File: config.mk
export PLATFORM = sky130hd
export DESIGN_NAME = serial_sub
export DESIGN_NICKNAME = d
export VERILOG_FILES = /design/src/rtl/serial_sub.sv
export SDC_FILE = /design/constraint.sdc
export NUM_CORES = 1
export LEC_CHECK = 0
export CAP_MARGIN = 10
export CELL_PAD_IN_SITES_DETAIL_PLACEMENT = 0
export CELL_PAD_IN_SITES_GLOBAL_PLACEMENT = 1
export CORE_MARGIN = 10
export CORE_UTILIZATION = 36
export CTS_CLUSTER_DIAMETER = 150
export DETAILED_ROUTE_END_ITERATION = 10
export PLACE_DENSITY = 0.7
export RECOVER_POWER = 25
export SLEW_MARGIN = 20
export SYNTH_ARGS = -nofsm -noshare
export SYNTH_HDL_FRONTEND = slang
export SYNTH_SLANG_ARGS = --single-unit
File: constraint.sdc
create_clock -name clk -period 1.4 [get_ports clk]
set_input_delay 0.21 -clock clk [delete_from_list [all_inputs] [get_ports clk]]
set_output_delay 0.21 -clock clk [all_outputs]
set_load 0.02 [all_outputs]
File: src/rtl/serial_sub.sv
// Bit-serial subtractor: D = A - B - b_in, LSB first, one bit per clock.
// Start/busy/done handshake; results held until the next completion.
module serial_sub #(
  parameter int N = 4
) (
  input  logic         clk,
  input  logic         rst,
  input  logic         start,
  input  logic [N-1:0] a,
  input  logic [N-1:0] b,
  input  logic         b_in,
  output logic         busy,
  output logic         done,
  output logic [N-1:0] D,
  output logic         b_out,
  output logic         ovf
);

  localparam int CW = $clog2(N + 1);

  typedef enum logic [1:0] {
    IDLE,
    RUN,
    DONE
  } state_t;

  state_t        state;
  state_t        state_nx;
  logic [N-1:0]  x;
  logic [N-1:0]  y;
  logic [N-1:0]  z;
  logic          br;
  logic          sa;
  logic          sb;
  logic [CW-1:0] cnt;

  logic d;
  logic br_nx;
  logic accept;
  logic last;

  assign d      = x[0] ^ y[0] ^ br;
  assign br_nx  = (~x[0] & y[0]) | (~(x[0] ^ y[0]) & br);
  assign accept = start & ((state == IDLE) | (state == DONE));
  assign last   = (state == RUN) && (cnt == CW'(N - 1));

  assign busy = (state == RUN);
  assign done = (state == DONE);

  // State register
  always_ff @(posedge clk or negedge rst) begin
    if (!rst) begin
      state <= IDLE;
    end else begin
      state <= state_nx;
    end
  end

  // Next-state: start is only honoured in IDLE or DONE
  always_comb begin
    state_nx = state;
    unique case (state)
      IDLE:    if (start) state_nx = RUN;
      RUN:     if (last) state_nx = DONE;
      DONE:    state_nx = start ? RUN : IDLE;
      default: state_nx = IDLE;
    endcase
  end

  // Operand capture, serial datapath and result registers
  always_ff @(posedge clk or negedge rst) begin
    if (!rst) begin
      x     <= '0;
      y     <= '0;
      z     <= '0;
      br    <= 1'b0;
      sa    <= 1'b0;
      sb    <= 1'b0;
      cnt   <= '0;
      D     <= '0;
      b_out <= 1'b0;
      ovf   <= 1'b0;
    end else if (accept) begin
      x   <= a;
      y   <= b;
      br  <= b_in;
      sa  <= a[N-1];
      sb  <= b[N-1];
      cnt <= '0;
      z   <= '0;
    end else if (state == RUN) begin
      z   <= {d, z[N-1:1]};
      x   <= x >> 1;
      y   <= y >> 1;
      br  <= br_nx;
      cnt <= cnt + 1'b1;
      if (last) begin
        D     <= {d, z[N-1:1]};
        b_out <= br_nx;
        ovf   <= (sa ^ sb) & (sa ^ d);
      end
    end
  end

endmodule

### Yosys cells after proc, flatten, opt, wreduce, memory -nomap -nowiden

Cells that the tools add are included.

| storage, ports and cells | value |
|---|---|
| register bits after elaboration | 26 |
| word-level logic and storage cells | 49 |
| input bits | 12 |

| operators by class | value |
|---|---|
| mux-type cells | 14 |
| reduce and logical (&&, ||, !) cells | 5 |
| equal/unequal tests | 5 |
| bitwise gates (word level) | 13 |
| add/sub/neg operators | 1 |

Operators with widths:

| kind | count |
|---|---|
| 4-bit 2-to-1 mux | 6 |
| 3-bit 2-to-1 mux | 2 |
| 2-bit one-hot mux with 3 select lines | 1 |
| 1-bit AND | 4 |
| 2-bit 2-to-1 mux | 2 |
| 1-bit XOR | 4 |
| 3-bit by 1-bit adder with 3-bit output (second input constant) | 1 |
| 3-bit by 2-bit == test with 1-bit output (second input constant) | 1 |
| 1-bit 2-to-1 mux | 3 |
| 1-bit inverter | 3 |
| 3-bit AND reduction | 1 |
| 2-bit by 1-bit == test with 1-bit output (second input constant) | 1 |
| 2-bit == test (second input constant) | 1 |
| 2-bit zero test | 1 |
| 2-bit by 1-bit != test with 1-bit output (second input constant) | 1 |
| 2-bit != test (second input constant) | 1 |
| 1-bit OR | 2 |
| 2-bit AND reduction | 1 |
| 2-bit nonzero test | 1 |
| 1-bit logical AND | 1 |

### Logic depth before layout (Yosys ltp)

| depth | value |
|---|---|
| depth in word-level cells | 6 |
| depth in mapped cells | 5 |

### Worst setup path before layout

No wires, ideal clock.

| timing | value |
|---|---|
| path type | register -> register |
| start | reg cnt[0] |
| end | reg D[0] |
| setup slack | -50 ps |
| period minus slack after synthesis | 1450 ps |
| library setup time | 125 ps |
| required time | 1275 ps |
| path buffers | 0 |
| cell stages (with the launch flop) | 5 |
| arrival time | 1325 ps |
| cell sequence | dfrtp_1 > ha_1 > ha_1 > nand3b_1 > mux2_2 |

| on the way | value |
|---|---|
| word-level cells in the longest chain between the ends | 3 |

Ends and longest elaborated chain:

| what | line | RTL |
|---|---|---|
| start: declaration | 35 | `logic [CW-1:0] cnt;` |
| start signal: assignment | 96 | `cnt <= cnt + 1'b1;` |
| 3-bit by 2-bit == test with 1-bit output | 45 | `assign last = (state == RUN) && (cnt == CW'(N - 1));` |
| 1-bit logical AND | 45 |  |
| 3-bit AND reduction (no line) | - |  |
| end signal: assignment | 98 | `D <= {d, z[N-1:1]};` |
| end: declaration | 14 | `output logic [N-1:0] D,` |

Every way passes these cells.
A chain may end at the register's enable or synchronous reset.

### Final worst setup path

| timing | value |
|---|---|
| start | reg x[0] |
| end | reg ovf |

| on the way | value |
|---|---|
| word-level cells in the longest chain between the ends | 4 |

Ends and longest elaborated chain:

| what | line | RTL |
|---|---|---|
| start: declaration | 29 | `logic [N-1:0] x;` |
| start signal: assignment | 93 | `x <= x >> 1;` |
| 1-bit XOR (2 in series) | 42 | `assign d = x[0] ^ y[0] ^ br;` |
| net d | 37 | `logic d;` |
| 1-bit XOR | 100 | `ovf <= (sa ^ sb) & (sa ^ d);` |
| 1-bit AND | 100 |  |
| end signal: assignment | 100 |  |
| end: declaration | 16 | `output logic ovf` |

The timed path passes the listed nets, and every way through them passes these cells.

==> impl_metrics.env <==
export IMPL_synthAdderAreaFrac_pct=4.24
export IMPL_fmax_mhz=709
export IMPL_async_flop_share_pct=100
export IMPL_crit_type="reg2reg"
export IMPL_mostFrequentLayoutCell="dfrtp_1"
export IMPL_r2r_worst_path_cells=4
export IMPL_cts_tree="yes"
export IMPL_slowest_delay_ps=590
export IMPL_dp_slack_ps=-150
export IMPL_root_buffer="clkbuf_4"
export IMPL_synth_nets=95
export IMPL_relSlewSlack_pct=58.9
export IMPL_clock_path_buffers=2
export IMPL_ys_warn_count=0
export IMPL_start_util_pct=38.2
export IMPL_rsz0062_at_grt="true"
export IMPL_final_util_pct=52.7
export IMPL_power_total_uw=3440
export IMPL_hold_viol=0
export IMPL_drv_slew=0
export IMPL_hp_class="in2async"
export IMPL_grt_util_all_layers_pct=8.48
export IMPL_synthSimpleGateAreaFrac_pct=6.83
export IMPL_rr_endpoint="ovf$_DFFE_PN0P_"
export IMPL_first_global_vias=759
export IMPL_reg2reg_slack_ps=-10
export IMPL_final_period_utilization_pct=101
export IMPL_finalSetupViolCount=1
export IMPL_path_max_fanout=4
export IMPL_outcome="finished, violations left"
export IMPL_grt_start_max_net_pins=26
export IMPL_dr_total_vias=732
export IMPL_ir_worst_vdd_uv=1530
export IMPL_ys_seq_elements=25
export IMPL_io_pins=20
export IMPL_grt_ovfl_total=0
export IMPL_critPathArrivalTime_ps=1660
export IMPL_post_route_min_period_ps=1410
export IMPL_start_kind="flip-flop"
export IMPL_synth_compound_area_share_pct=15.3
export IMPL_end_kind="flip-flop"
export IMPL_cts_hold_buf=0
export IMPL_synth_edf_count=0
export IMPL_synthToLayoutAreaGrowth_pct=37.9
export IMPL_antenna_found_initial=0
export IMPL_grt_busiest_layer="met2"
export IMPL_grt_pass1_wl_um=3720
export IMPL_ys_types=26
export IMPL_drtIter0Drc=33
export IMPL_via_per_inst=4.98
export IMPL_holdWs_ps=425
export IMPL_crit_slowest_cell="fa_2"
export IMPL_postPlaceCellArea_mm2=0.00138
export IMPL_syn_area_per_cell_um2=13.3
export IMPL_finish_instance_area_mm2=0.00147
export IMPL_port_buffers=19
export IMPL_cts_sinks=25
export IMPL_drv_cap=0
export IMPL_num_rows=19
export IMPL_path_clk_slew_ps=130
export IMPL_clock_skew_ps=5.94
export IMPL_die_w_um=74.3
export IMPL_synth_ff_type="dfrtp_1"
export IMPL_fin_ws_ps=-10.1
export IMPL_n_antenna_cell=0
export IMPL_met2_usage_pct=12.8
export IMPL_crit_chain="fa_2, nor2b_4, a21oi_2, o21ai_1"
export IMPL_die_area_mm2=0.00552
export IMPL_syn_area_mm2=0.00106
export IMPL_place_hpwl_um=1570
export IMPL_synth_mux_area_share_pct=9.31
export IMPL_finalNetCount=132
export IMPL_power_density_mw_per_mm2=2340
export IMPL_layout_common_cells="dfrtp_1 (25), buf_4 (14), clkdlybuf4s50_1 (10), a22o_1 (9), dlygate4sd2_1 (6)"
export IMPL_worst_slew_pin_slew_ps=617
export IMPL_met1_usage_pct=11.2
export IMPL_use_met3_pct=3.46
export IMPL_die_h_um=74.3
export IMPL_htree_levels=1
export IMPL_gp_congestion=0.720
export IMPL_avgRoutedWirePerCell_um=14.5
export IMPL_synthXorXnorAreaFrac_pct=0
export IMPL_drive_gt1_share_pct=34.5
export IMPL_synthCells=80
export IMPL_clk_latency_ps=310
export IMPL_ys_seq_area_share_pct=58.9
export IMPL_synth_top_family_by_area="compound AO/OA/AOI/OAI gates"
export IMPL_leakagePower_uw=0.000722
export IMPL_core_area_mm2=0.00278
export IMPL_finalWirelength_um=2140
export IMPL_violations="setup timing"
export IMPL_postRouteAntennaNets=0
export IMPL_drc=0
export IMPL_firstDrtPassIters=4
export IMPL_cts_buffers=3
export IMPL_r2r_start="x[0]$_DFFE_PN0P_"
export IMPL_required_ps=1650
==> through the flow <==
step / TNS [ps] / instances
global placement: -1280 / 139
CTS: -42.7 / 145
finish: -10.1 / 147
detailed placement: -1550 / 139
floorplan: -110 / 80
global route: -224 / 147
==> routing by layer <==
metal,vias to the layer above,part of all wire [%]
met2,15,46
met3,2,6.2
met5,-,0
li1,358,-
met1,357,47
met4,0,0.42
==> registers in the layout (all words and copies together), names as in the netlist, 2 cells and up <==
| signal | cells |
|---|---|
| D | 4 |
| cnt | 3 |
| state | 2 |
| x | 4 |
| y | 4 |
| z | 3 |
==> repair_timing <==
item,4_1_cts,5_1_grt
cloned,0,0
buffers inserted,2,2
resized for setup,19,11
setup endpoints to repair,17,17
pin swaps,1,4
==> cells by family (layout without fill, tap and decap cells) <==
logic type / Yosys count / count (layout)
AO/OA/AOI/OAI: 21 / 21
AND/OR/NAND/NOR: 13 / 13
adder cells (fa/ha/maj): 3 / 3
buffers and inverters: 9 / 45
multiplexers: 9 / 9
flip-flops: 25 / 25
==> layout make-up <==
| class | count | area, um^2 |
|---|---|---|
| Fill cell | 259 | 1320 |
| Sequential cell | 25 | 626 |
| Multi-Input combinational cell | 46 | 440 |
| Timing Repair Buffer | 36 | 315 |
| Tap cell | 31 | 38.8 |
| Clock buffer | 4 | 26.3 |
| Inverter | 5 | 18.8 |
==> where the power goes <==
group          switching [uW]  internal [uW]
sequential                213           1050
clock                     202            111
combinational             803           1050
==> synth_stat cells, drive strengths merged, types with 2 or more instances <==
cell type / n / area share (%)
nor2b: 3 / 1.8
a221o: 2 / 1.9
o21ai: 4 / 1.9
ha: 2 / 2.4
mux2: 7 / 7.4
nor2: 2 / 0.94
a21o: 3 / 2.1
inv: 5 / 1.8
dfrtp: 25 / 59
nand2: 4 / 1.4
a22o: 9 / 7.4
buf: 4 / 3.7
mux2i: 2 / 1.9
==> worst max-delay path by stage <==
stage / from / end / slack (ps)
floorplan: cnt[1]$_DFFE_PN0P_ / D[0]$_DFFE_PN0P_ / -30
global placement: start / sb$_DFFE_PN0P_ / -140
detailed placement: start / sb$_DFFE_PN0P_ / -150
CTS: br$_DFFE_PN0P_ / ovf$_DFFE_PN0P_ / -40
global route: y[0]$_DFFE_PN0P_ / ovf$_DFFE_PN0P_ / -70
finish: x[0]$_DFFE_PN0P_ / ovf$_DFFE_PN0P_ / -10
==> worst max-delay path: cells and delay by family (launching register included) <==
family                   cells  cell delay, ps
adder cells (fa/ha/maj)      1             590
flip-flops                   1             420
AO/OA/AOI/OAI                2             180
AND/OR/NAND/NOR              1             150
No activity file was read; power rests on OpenSTA's default activity.
